**config.mk**
```make
export PLATFORM = sky130hd
export DESIGN_NAME = clock_time_keeper
export DESIGN_NICKNAME = d
export VERILOG_FILES = /design/src/rtl/clock_time_keeper.sv
export SDC_FILE = /design/constraint.sdc
export NUM_CORES = 1
export LEC_CHECK = 0
export CAP_MARGIN = 40
export CORE_UTILIZATION = 50
export CTS_BUF_LIST = sky130_fd_sc_hd__clkbuf_4 sky130_fd_sc_hd__clkbuf_8 sky130_fd_sc_hd__clkbuf_16
export CTS_CLUSTER_DIAMETER = 50
export DETAILED_ROUTE_END_ITERATION = 8
export GPL_TIMING_DRIVEN = 0
export MAX_ROUTING_LAYER = met4
export PLACE_DENSITY_LB_ADDON = 0.15
export SYNTH_ARGS = -nofsm -noshare
export SYNTH_HDL_FRONTEND = slang
export SYNTH_SLANG_ARGS = --single-unit
export TNS_END_PERCENT = 100
```
**constraint.sdc**
```tcl
create_clock -name CLK -period 4.6 [get_ports CLK]
set_input_delay 0.92 -clock CLK [delete_from_list [all_inputs] [get_ports CLK]]
set_output_delay 0.92 -clock CLK [all_outputs]
set_load 0.05 [all_outputs]
```
**src/rtl/clock_time_keeper.sv**
```systemverilog
// ============================================================================
// Module   : clock_time_keeper
// Brief    : BCD time-of-day counter driven by a divided tick clock, with
//            synchronous validated load and run/hold control.
//            Optional 12-hour mode with PM flag: define CLOCK_12H_EN.
// Revision : 1.0 - initial release
// ============================================================================
`default_nettype none

module clock_time_keeper #(
    parameter int TICKS_PER_SEC = 1000,
    parameter int CNT_W         = 10
) (
    input  logic       CLK,
    input  logic       RST,
    input  logic       Tick_In,
    input  logic       Run,
    input  logic       Load,
    input  logic [7:0] Load_Hour,
    input  logic [7:0] Load_Min,
    input  logic [7:0] Load_Sec,
`ifdef CLOCK_12H_EN
    input  logic       Load_PM,
    output logic       PM,
`endif
    output logic [7:0] Hour,
    output logic [7:0] Min,
    output logic [7:0] Sec,
    output logic       Sec_Pulse,
    output logic       Load_Err
);

    localparam logic [CNT_W-1:0] c_CNT_LAST = CNT_W'(TICKS_PER_SEC - 1);
`ifdef CLOCK_12H_EN
    localparam logic [7:0] c_HOUR_RST = 8'h12;
`else
    localparam logic [7:0] c_HOUR_RST = 8'h00;
`endif

    logic             r_s1, r_s2, r_s3;
    logic [CNT_W-1:0] r_cnt;
    logic [7:0]       r_hour, r_min, r_sec;
    logic             r_sec_pulse, r_load_err;
`ifdef CLOCK_12H_EN
    logic             r_pm;
    logic             w_pm_next;
`endif

    logic       w_tick, w_step, w_cnt_last, w_sec_carry;
    logic       w_min_carry, w_hour_carry, w_load_ok;
    logic [7:0] w_sec_next, w_min_next, w_hour_next;

    function automatic logic [7:0] bcd_inc(input logic [7:0] v);
        if (v[3:0] == 4'd9)
            return {v[7:4] + 4'd1, 4'd0};
        else
            return {v[7:4], v[3:0] + 4'd1};
    endfunction

    // Both digits must be decimal; BCD then orders like plain binary.
    function automatic logic bcd_ok(input logic [7:0] v, input logic [7:0] lim);
        return (v[7:4] <= 4'd9) && (v[3:0] <= 4'd9) && (v < lim);
    endfunction

    always_comb begin
        w_tick       = r_s2 & ~r_s3;
        w_step       = w_tick & Run & ~Load;
        w_cnt_last   = (r_cnt == c_CNT_LAST);
        w_sec_carry  = w_step & w_cnt_last;
        w_min_carry  = (r_sec == 8'h59);
        w_hour_carry = w_min_carry & (r_min == 8'h59);
        w_sec_next   = w_min_carry ? 8'h00 : bcd_inc(r_sec);
        w_min_next   = (r_min == 8'h59) ? 8'h00 : bcd_inc(r_min);
`ifdef CLOCK_12H_EN
        w_hour_next  = (r_hour == 8'h12) ? 8'h01 : bcd_inc(r_hour);
        w_pm_next    = r_pm ^ (r_hour == 8'h11);
        w_load_ok    = bcd_ok(Load_Sec, 8'h60) && bcd_ok(Load_Min, 8'h60) &&
                       bcd_ok(Load_Hour, 8'h13) && (Load_Hour != 8'h00);
`else
        w_hour_next  = (r_hour == 8'h23) ? 8'h00 : bcd_inc(r_hour);
        w_load_ok    = bcd_ok(Load_Sec, 8'h60) && bcd_ok(Load_Min, 8'h60) &&
                       bcd_ok(Load_Hour, 8'h24);
`endif
    end

    always_ff @(posedge CLK or negedge RST) begin
        if (!RST) begin
            r_s1        <= 1'b0;
            r_s2        <= 1'b0;
            r_s3        <= 1'b0;
            r_cnt       <= '0;
            r_hour      <= c_HOUR_RST;
            r_min       <= 8'h00;
            r_sec       <= 8'h00;
            r_sec_pulse <= 1'b0;
            r_load_err  <= 1'b0;
`ifdef CLOCK_12H_EN
            r_pm        <= 1'b0;
`endif
        end else begin
            // Synchronizer runs regardless of Run so no stale edge is seen later.
            r_s1        <= Tick_In;
            r_s2        <= r_s1;
            r_s3        <= r_s2;
            r_sec_pulse <= w_sec_carry;
            r_load_err  <= Load & ~w_load_ok;
            if (Load) begin
                if (w_load_ok) begin
                    r_hour <= Load_Hour;
                    r_min  <= Load_Min;
                    r_sec  <= Load_Sec;
                    r_cnt  <= '0;
`ifdef CLOCK_12H_EN
                    r_pm   <= Load_PM;
`endif
                end
            end else if (w_sec_carry) begin
                r_cnt <= '0;
                r_sec <= w_sec_next;
                if (w_min_carry)
                    r_min <= w_min_next;
                if (w_hour_carry) begin
                    r_hour <= w_hour_next;
`ifdef CLOCK_12H_EN
                    r_pm   <= w_pm_next;
`endif
                end
            end else if (w_step) begin
                r_cnt <= r_cnt + 1'b1;
            end
        end
    end

    assign Hour      = r_hour;
    assign Min       = r_min;
    assign Sec       = r_sec;
    assign Sec_Pulse = r_sec_pulse;
    assign Load_Err  = r_load_err;
`ifdef CLOCK_12H_EN
    assign PM        = r_pm;
`endif

endmodule

`default_nettype wire
```
==> summary.md, run 1 <==
| Metric | Value |
|---|---|
| Post-synth EDFFs | 0 |
| Row count | 24 |
| CP Max Fanout | 10 |
| Core area | ~0.0045 mm² |
| Port Buffers | between 50 and 60 |
| Antenna Nets Post-Route | 0 |
| Nets | 375 |
| Routed WL | 6.30 mm |
| Worst EP required | approximately 4800 ps |
| CTS buffer count | 5 |
| Io pins | 55 |
| Placer Congestion | slightly below 0.9 |
| Clock-pin slew on the worst setup and hold paths | 70 ps |
| Setup Skew | between 9 and 10 ps |
| Max Cap Viol | 0 |
| Antenna violations before repair | 0 |
| Root Buffer | clkbuf_8 |
| Syn. warnings | 0 |
| Sink Count | 39 |
| Sequential area share after synthesis | between 40% and 50% |
| Yosys cell types | between 40 and 50 |
| Setup bufs post-CTS | 0 |
| Path depth of the worst reg2reg path | 7 |
| R2r startpoint | Sec[1] |
| Worst path slowest cell | a2111oi_0 |
| Critical Path End Type | flop |
| Min Tclk post-route | around 3000 ps |
| Crit path arrival time | 3170 ps |
| P per Cell Area | 263 mW/mm² |
| Die Wd | about 70 µm |
| Setup-failing EPs final | 0 |
| Register area | roughly 980 µm² |
| Initial drt markers | approximately 230 |
| Family with the most delay on the worst path | buffers and inverters |
| CTS Hold Bufs | 0 |
| Critical Path Start | Load_Sec[7] |
| Yosys top cell by area | dfrtp_1 |
| FMAX | between 0.3 and 0.4 GHz |
| # diodes | 0 |
| Stages on the worst setup path | 7 |
| Top cell type's share of synthesized area | 40.5% |
| Bufs on Longest Clock Path | 2 |
| Filler cell count | approximately 380 |
| Crit-path cells | clkdlybuf4s50_1, nor4_1, and3_1, a31oi_1, clkbuf_1, a2111oi_0, a21oi_1 |
| Failing checks | DRC |
| Final Hold Fails | 0 |
| Synth Register Bits | 39 |
| Cell with the most instances after synthesis | dfrtp_1 |
| Via count | 2405 |
| Worst Hold Class | flop to flop |
| Setup ws final | 1590 ps |
| Avg Cell Area, Syn | slightly below 9 µm² |
| WL per Instance | about 16 µm |
| WP buf/inv | 2 |
| Setup crit start kind | primary input |
| Design Power | just over 0.8 mW |
| Starting Density | between 50% and 60% |
| Drt first pass iters | 7 |
| Die height | a little over 70 µm |
| First-pass GRT wire length | 10.4 mm |
| Post-Place Worst Slack | roughly 1300 ps |
| CTS HTree Levels | 2 |
| Worst hold slack | about 360 ps |
| Critical path class | primary input to flop |
| Die area | just over 0.005 mm² |
| Post-route DRC | 3 |
| Area of the mapped netlist | between 0.002 and 0.0025 mm² |
| Syn Nets | about 310 |
| Via density | a little over 6 |
| Post-CTS resize count | 0 |
| Area contributors post-synth | dfrtp_1, o21ai_0, ha_1 |
| Slew @ Worst Pin | between 600 and 700 ps |
| Part of the cycle the worst path needs | between 60% and 70% |
| Ratio of cells with drive above 1 in the final layout | roughly 6.3% |
| Top_reg_cell synth | dfrtp_1 |
| CP endpoint | Hour[1] |
| Internal reg-to-reg setup slack | around 2200 ps |
| RSZ-0062 raised after global routing | no |
| Vias in the first global route | around 2200 |
| VDD IR max | 171 µV |
| Post-DP HPWL | around 4.6 mm |
| Setup TNS | 0 ps |
| Static leakage | about 1.4 nW |
| Layout area overhead | 31.0% |
| Gr ovfl total | 0 |
| Final slew viol count | 0 |
| CTS tree | built |
| Largest net degree at the start of global routing | 23 |
| Footprint of the multi-input gates | between 0.001 and 0.0015 mm² |
| Synth cell count leaders | dfrtp_1, o21ai_0, a21oi_1 |
| Max stage delay on crit path | around 490 ps |
| Status | finished, violations left |
| Total Routing Usage GR | between 20% and 30% |
| RR Endpoint | Hour[5] |
| Rel. slew slack | ~54% |
| Clk_lat worst skew | around 300 ps |
| Synth Instances | about 270 |
| Asr flop ratio synth | 100% |
[power by group]
| part | switching [mW] | internal, mW |
|---|---|---|
| logic | 0.0847 | 0.0646 |
| clock network | 0.127 | 0.176 |
| registers | 0.0177 | 0.358 |
[cell usage in the layout (no fill, tap or decap), types with 4 or more instances in the layout]
cell | Yosys | routed
ha_1 | 13 | 13
o31ai_1 | 6 | 6
clkbuf_8 | 0 | 6
nand2_1 | 13 | 13
dfrtp_1 | 39 | 39
a21oi_1 | 27 | 27
mux2i_1 | 5 | 5
clkbuf_1 | 6 | 6
nand3_1 | 12 | 12
nand4_1 | 4 | 4
a32oi_1 | 4 | 4
clkdlybuf4s50_1 | 0 | 53
nor3_1 | 15 | 15
o21ai_0 | 33 | 33
and3_1 | 9 | 9
nand3b_1 | 4 | 4
nor2_1 | 21 | 21
inv_1 | 12 | 12
[worst min path at each step]
| stage | startpoint | end | slack [ps] | cells after the start |
|---|---|---|---|---|
| after CTS | r_s1 | r_s2 | 360 | 0 |
| final | r_s1 | r_s2 | 360 | 0 |
| after detailed placement | r_s1 | r_s2 | 340 | 0 |
| after floorplan | r_s1 | r_s2 | 330 | 0 |
| after global placement | r_s1 | r_s2 | 340 | 0 |
| after global routing | r_s1 | r_s2 | 370 | 0 |
[worst register-to-register path, stage by stage (launching register included)]
cell and delay [ps]:
dfrtp_1 430, inv_1 90, ha_1 190, nand3b_4 130, nor2_1 370, a31oi_1 320, or3b_4 480, mux2_4 310
[cells by family after synthesis]
logic type / after synthesis / synth area share [%]
AO/OA/AOI/OAI: 87 / 21.8
adder cells (fa/ha/maj): 13 / 6.76
buffers and inverters: 23 / 3.69
flip-flops: 39 / 40.5
multiplexers: 9 / 4.11
AND/OR/NAND/NOR: 100 / 23.1
[stage by stage]
step,util [%],cell area [µm²],cells
after floorplan,-,2410,271
after global placement,66.9,3010,377
after detailed placement,67.4,3040,378
after CTS,70.0,3150,386
after global routing,70.0,3150,386
final,70.0,3150,386
[registers in the layout, indices dropped and copies added, names as in the netlist]
signal,count
r_cnt,10
Sec,8
Sec_Pulse,1
r_s3,1
Hour,8
r_s2,1
r_s1,1
Min,8
Load_Err,1
[routing by layer]
layer  vias up  GRT usage, %  wire length, µm
met5         -             -                0
met4         0          10.0               82
met3         9          4.36              431
met2        99          40.7             2830
met1      1154          37.2             2950
li1       1143             -                -
[area by class of cell]
cell class,count,area share [%]
clock inverter,2,1.11
tap,52,2.06
buffer,11,1.39
inverter,12,1.43
clock buffer,6,2.62
multi-input combinational,209,42.6
timing repair buffer,55,17.9
sequential,39,31.0
No activity file was read; power rests on OpenSTA's default activity.
==> run 2, diff against run 1 <==
==> constraint.sdc (replaced) <==
create_clock -name CLK -period 2.8 [get_ports CLK]
set_input_delay 0.56 -clock CLK [delete_from_list [all_inputs] [get_ports CLK]]
set_output_delay 0.56 -clock CLK [all_outputs]
set_load 0.05 [all_outputs]
==> run 2 against run 1 <==
Net effect: the flow still finishes with violations (DRC); clock power rose by 64%; die area unchanged; cell count stayed put; hold slack worse by 160 ps; sequential share of layout area shrank 0.061 points; register-to-register slack worse by 1800 ps; clock-buffer cell count did not move; routed wire length about the same; via count decreased by 0.29%; flip-flop and latch count is the same; first-iteration DRC count rose by 20%.
==> summary.md, run 2 (same netlist as run 1, synthesis figures left out) <==
| Metric | Value |
|---|---|
| Ratio of cells with drive above 1 in the final layout | 6.59% (+0.30 points) |
| Row count | 24 (unchanged) |
| Starting Density | 53.4% (unchanged) |
| Setup Skew | 7.06 ps (-2.00 ps) |
| Largest net degree at the start of global routing | 23 (unchanged) |
| Family with the most delay on the worst path | buffers and inverters |
| WP buf/inv | 2 (unchanged) |
| Dpl cells | 378 (unchanged) |
| Final Hold Fails | 0 (unchanged) |
| Post-DP HPWL | 4.61 mm (unchanged) |
| RSZ-0062 raised after global routing | no |
| Worst path slowest cell | clkdlybuf4s50_1 |
| Commonest non-fill, non-tap cells in the layout | clkdlybuf4s50_1, dfrtp_1, o21ai_0 |
| CTS buffer count | 5 (unchanged) |
| Crit-path cells | clkdlybuf4s50_1, nand4bb_1, nor4_2, a31oi_1, clkbuf_1, a2111oi_0, a21oi_1 |
| Via count | 2398 (-0.29%) |
| Final Util | 70.1% (+0.14 points) |
| # diodes | 0 (unchanged) |
| VDD IR max | 282 µV (+64%) |
| Gr ovfl total | 0 (unchanged) |
| Die area | 0.00510 mm² (unchanged) |
| Clock-pin slew on the worst setup and hold paths | 80 ps (about the same) |
| Die height | 71.4 µm (unchanged) |
| Root Buffer | clkbuf_8 |
| Setup TNS | 0 ps (unchanged) |
| CP Max Fanout | 10 (unchanged) |
| Worst EP required | 2960 ps (-1800 ps) |
| CTS HTree Levels | 2 (unchanged) |
| Vias in the first global route | 2203 (unchanged) |
| Clk_lat worst skew | 300 ps (about the same) |
| Max stage delay on crit path | 520 ps (+30 ps) |
| P per Cell Area | 431 mW/mm² (+64%) |
| Layout area overhead | 31.2% |
| Placer Congestion | 0.880 (unchanged) |
| Nets | 375 (unchanged) |
| Path depth of the worst reg2reg path | 7 (unchanged) |
| RR Endpoint | Hour[5] |
| Critical Path End Type | flop |
| Setup-failing EPs final | 0 (unchanged) |
| Bufs on Longest Clock Path | 2 (unchanged) |
| Slew @ Worst Pin | 676 ps (-5.91 ps) |
| First-pass GRT wire length | 10.4 mm (unchanged) |
| Static leakage | 1.35 nW (about the same) |
| Most common cell after layout, fill and taps aside | clkdlybuf4s50_1 |
| Sink Count | 39 (unchanged) |
| Final non-filler cell total | 386 (unchanged) |
| Final slew viol count | 0 (unchanged) |
| Setup ws final | 199 ps (-1390 ps) |
| Rel. slew slack | 54.6% (+0.40 points) |
| Part of the cycle the worst path needs | between 90% and 100% |
| Max Cap Viol | 0 (unchanged) |
| CTS tree | built |
| Crit path arrival time | 2760 ps (-410 ps) |
| Initial drt markers | 272 (+20%) |
| Setup crit start kind | primary input |
| Antenna violations before repair | 0 (unchanged) |
| Via density | 6.21 (-0.29%) |
| FMAX | around 0.38 GHz |
| Io pins | 55 (unchanged) |
| Core area | 0.00450 mm² (unchanged) |
| Antenna Nets Post-Route | 0 (unchanged) |
| Port Buffers | 54 (unchanged) |
| Failing checks | DRC |
| Critical path class | primary input to flop |
| Worst Hold Class | primary input to asynchronous set/reset pin |
| Internal reg-to-reg setup slack | 380 ps (-1810 ps) |
| WL per Instance | 16.3 µm (about the same) |
| Drt first pass iters | 6 (-1) |
| Post-route DRC | 3 (unchanged) |
| CTS Hold Bufs | 0 (unchanged) |
| Min Tclk post-route | between 2000 and 3000 ps |
| Die Wd | 71.4 µm (unchanged) |
| Design Power | 1.36 mW (+64%) |
| Max FFs per register | 10 (unchanged) |
| R2r startpoint | Sec[1] |
| Routed WL | 6.30 mm (about the same) |
| Post-Place Worst Slack | -99.6 ps (-1440 ps) |
| Status | finished, violations left |
| Total Routing Usage GR | 27.1% (unchanged) |
| Register bank with the most flops | r_cnt |
==> run 2: how the worst max path moves through the flow <==
stage | from | endpoint | slack, ps | cells past startpoint
finish | Load | Hour[1] | 200 | 7
global route | Load | Hour[1] | 4 | 7
CTS | Load_Sec[7] | Hour[1] | 180 | 7
detailed placement | Load_Sec[7] | Hour[1] | -100 | 7
global placement | Load_Sec[7] | Hour[1] | -90 | 7
floorplan | Sec[0] | Hour[5] | 420 | 6
==> run 2: worst reg2reg max path, delay by kind of cell (launching register included) <==
kind / cells / cell delay (ps)
AO/OA/AOI/OAI: 1 / 330
adder cells (fa/ha/maj): 1 / 190
buffers and inverters: 1 / 90
flip-flops: 1 / 430
multiplexers: 1 / 310
AND/OR/NAND/NOR: 3 / 980
==> run 2: metrics by stage <==
| step | cell area (µm²) | hold slack, ps |
|---|---|---|
| 6_report | 3160 | 201 |
| 5_1_grt | 3160 | 234 |
| 4_1_cts | 3150 | 213 |
| 3_5_place_dp | 3040 | 344 |
| 3_3_place_gp | 3010 | 336 |
| 2_1_floorplan | 2410 | 264 |
==> run 2: area by class of cell <==
class | count | area (µm²)
inverter | 12 | 45.0
tap | 52 | 65.1
sequential | 39 | 976
buffer | 11 | 43.8
clock inverter | 2 | 35.0
clock buffer | 6 | 82.6
timing repair buffer | 55 | 563
fill | 381 | 1350
multi-input combinational | 209 | 1350
==> run 2: metal layers <==
metal	vias to the layer above	GRT usage (%)	routed length (µm)
li1	1139	-	-
met1	1157	37.2	2910
met2	91	40.7	2870
met3	11	4.36	426
met4	0	10.0	93
met5	-	-	0
==> run 2: repair_timing <==
item | 4_1_cts | 5_1_grt
endpoints found under the setup margin | 0 | 1
buffers inserted | 0 | 0
gates resized for setup | 0 | 1
==> run 2: power by group <==
part	leakage [nW]	internal [mW]	switching, mW	total (mW)
clock	0.0612	0.289	0.210	0.498
sequential	0.497	0.589	0.0286	0.617
combinational	0.795	0.106	0.140	0.246
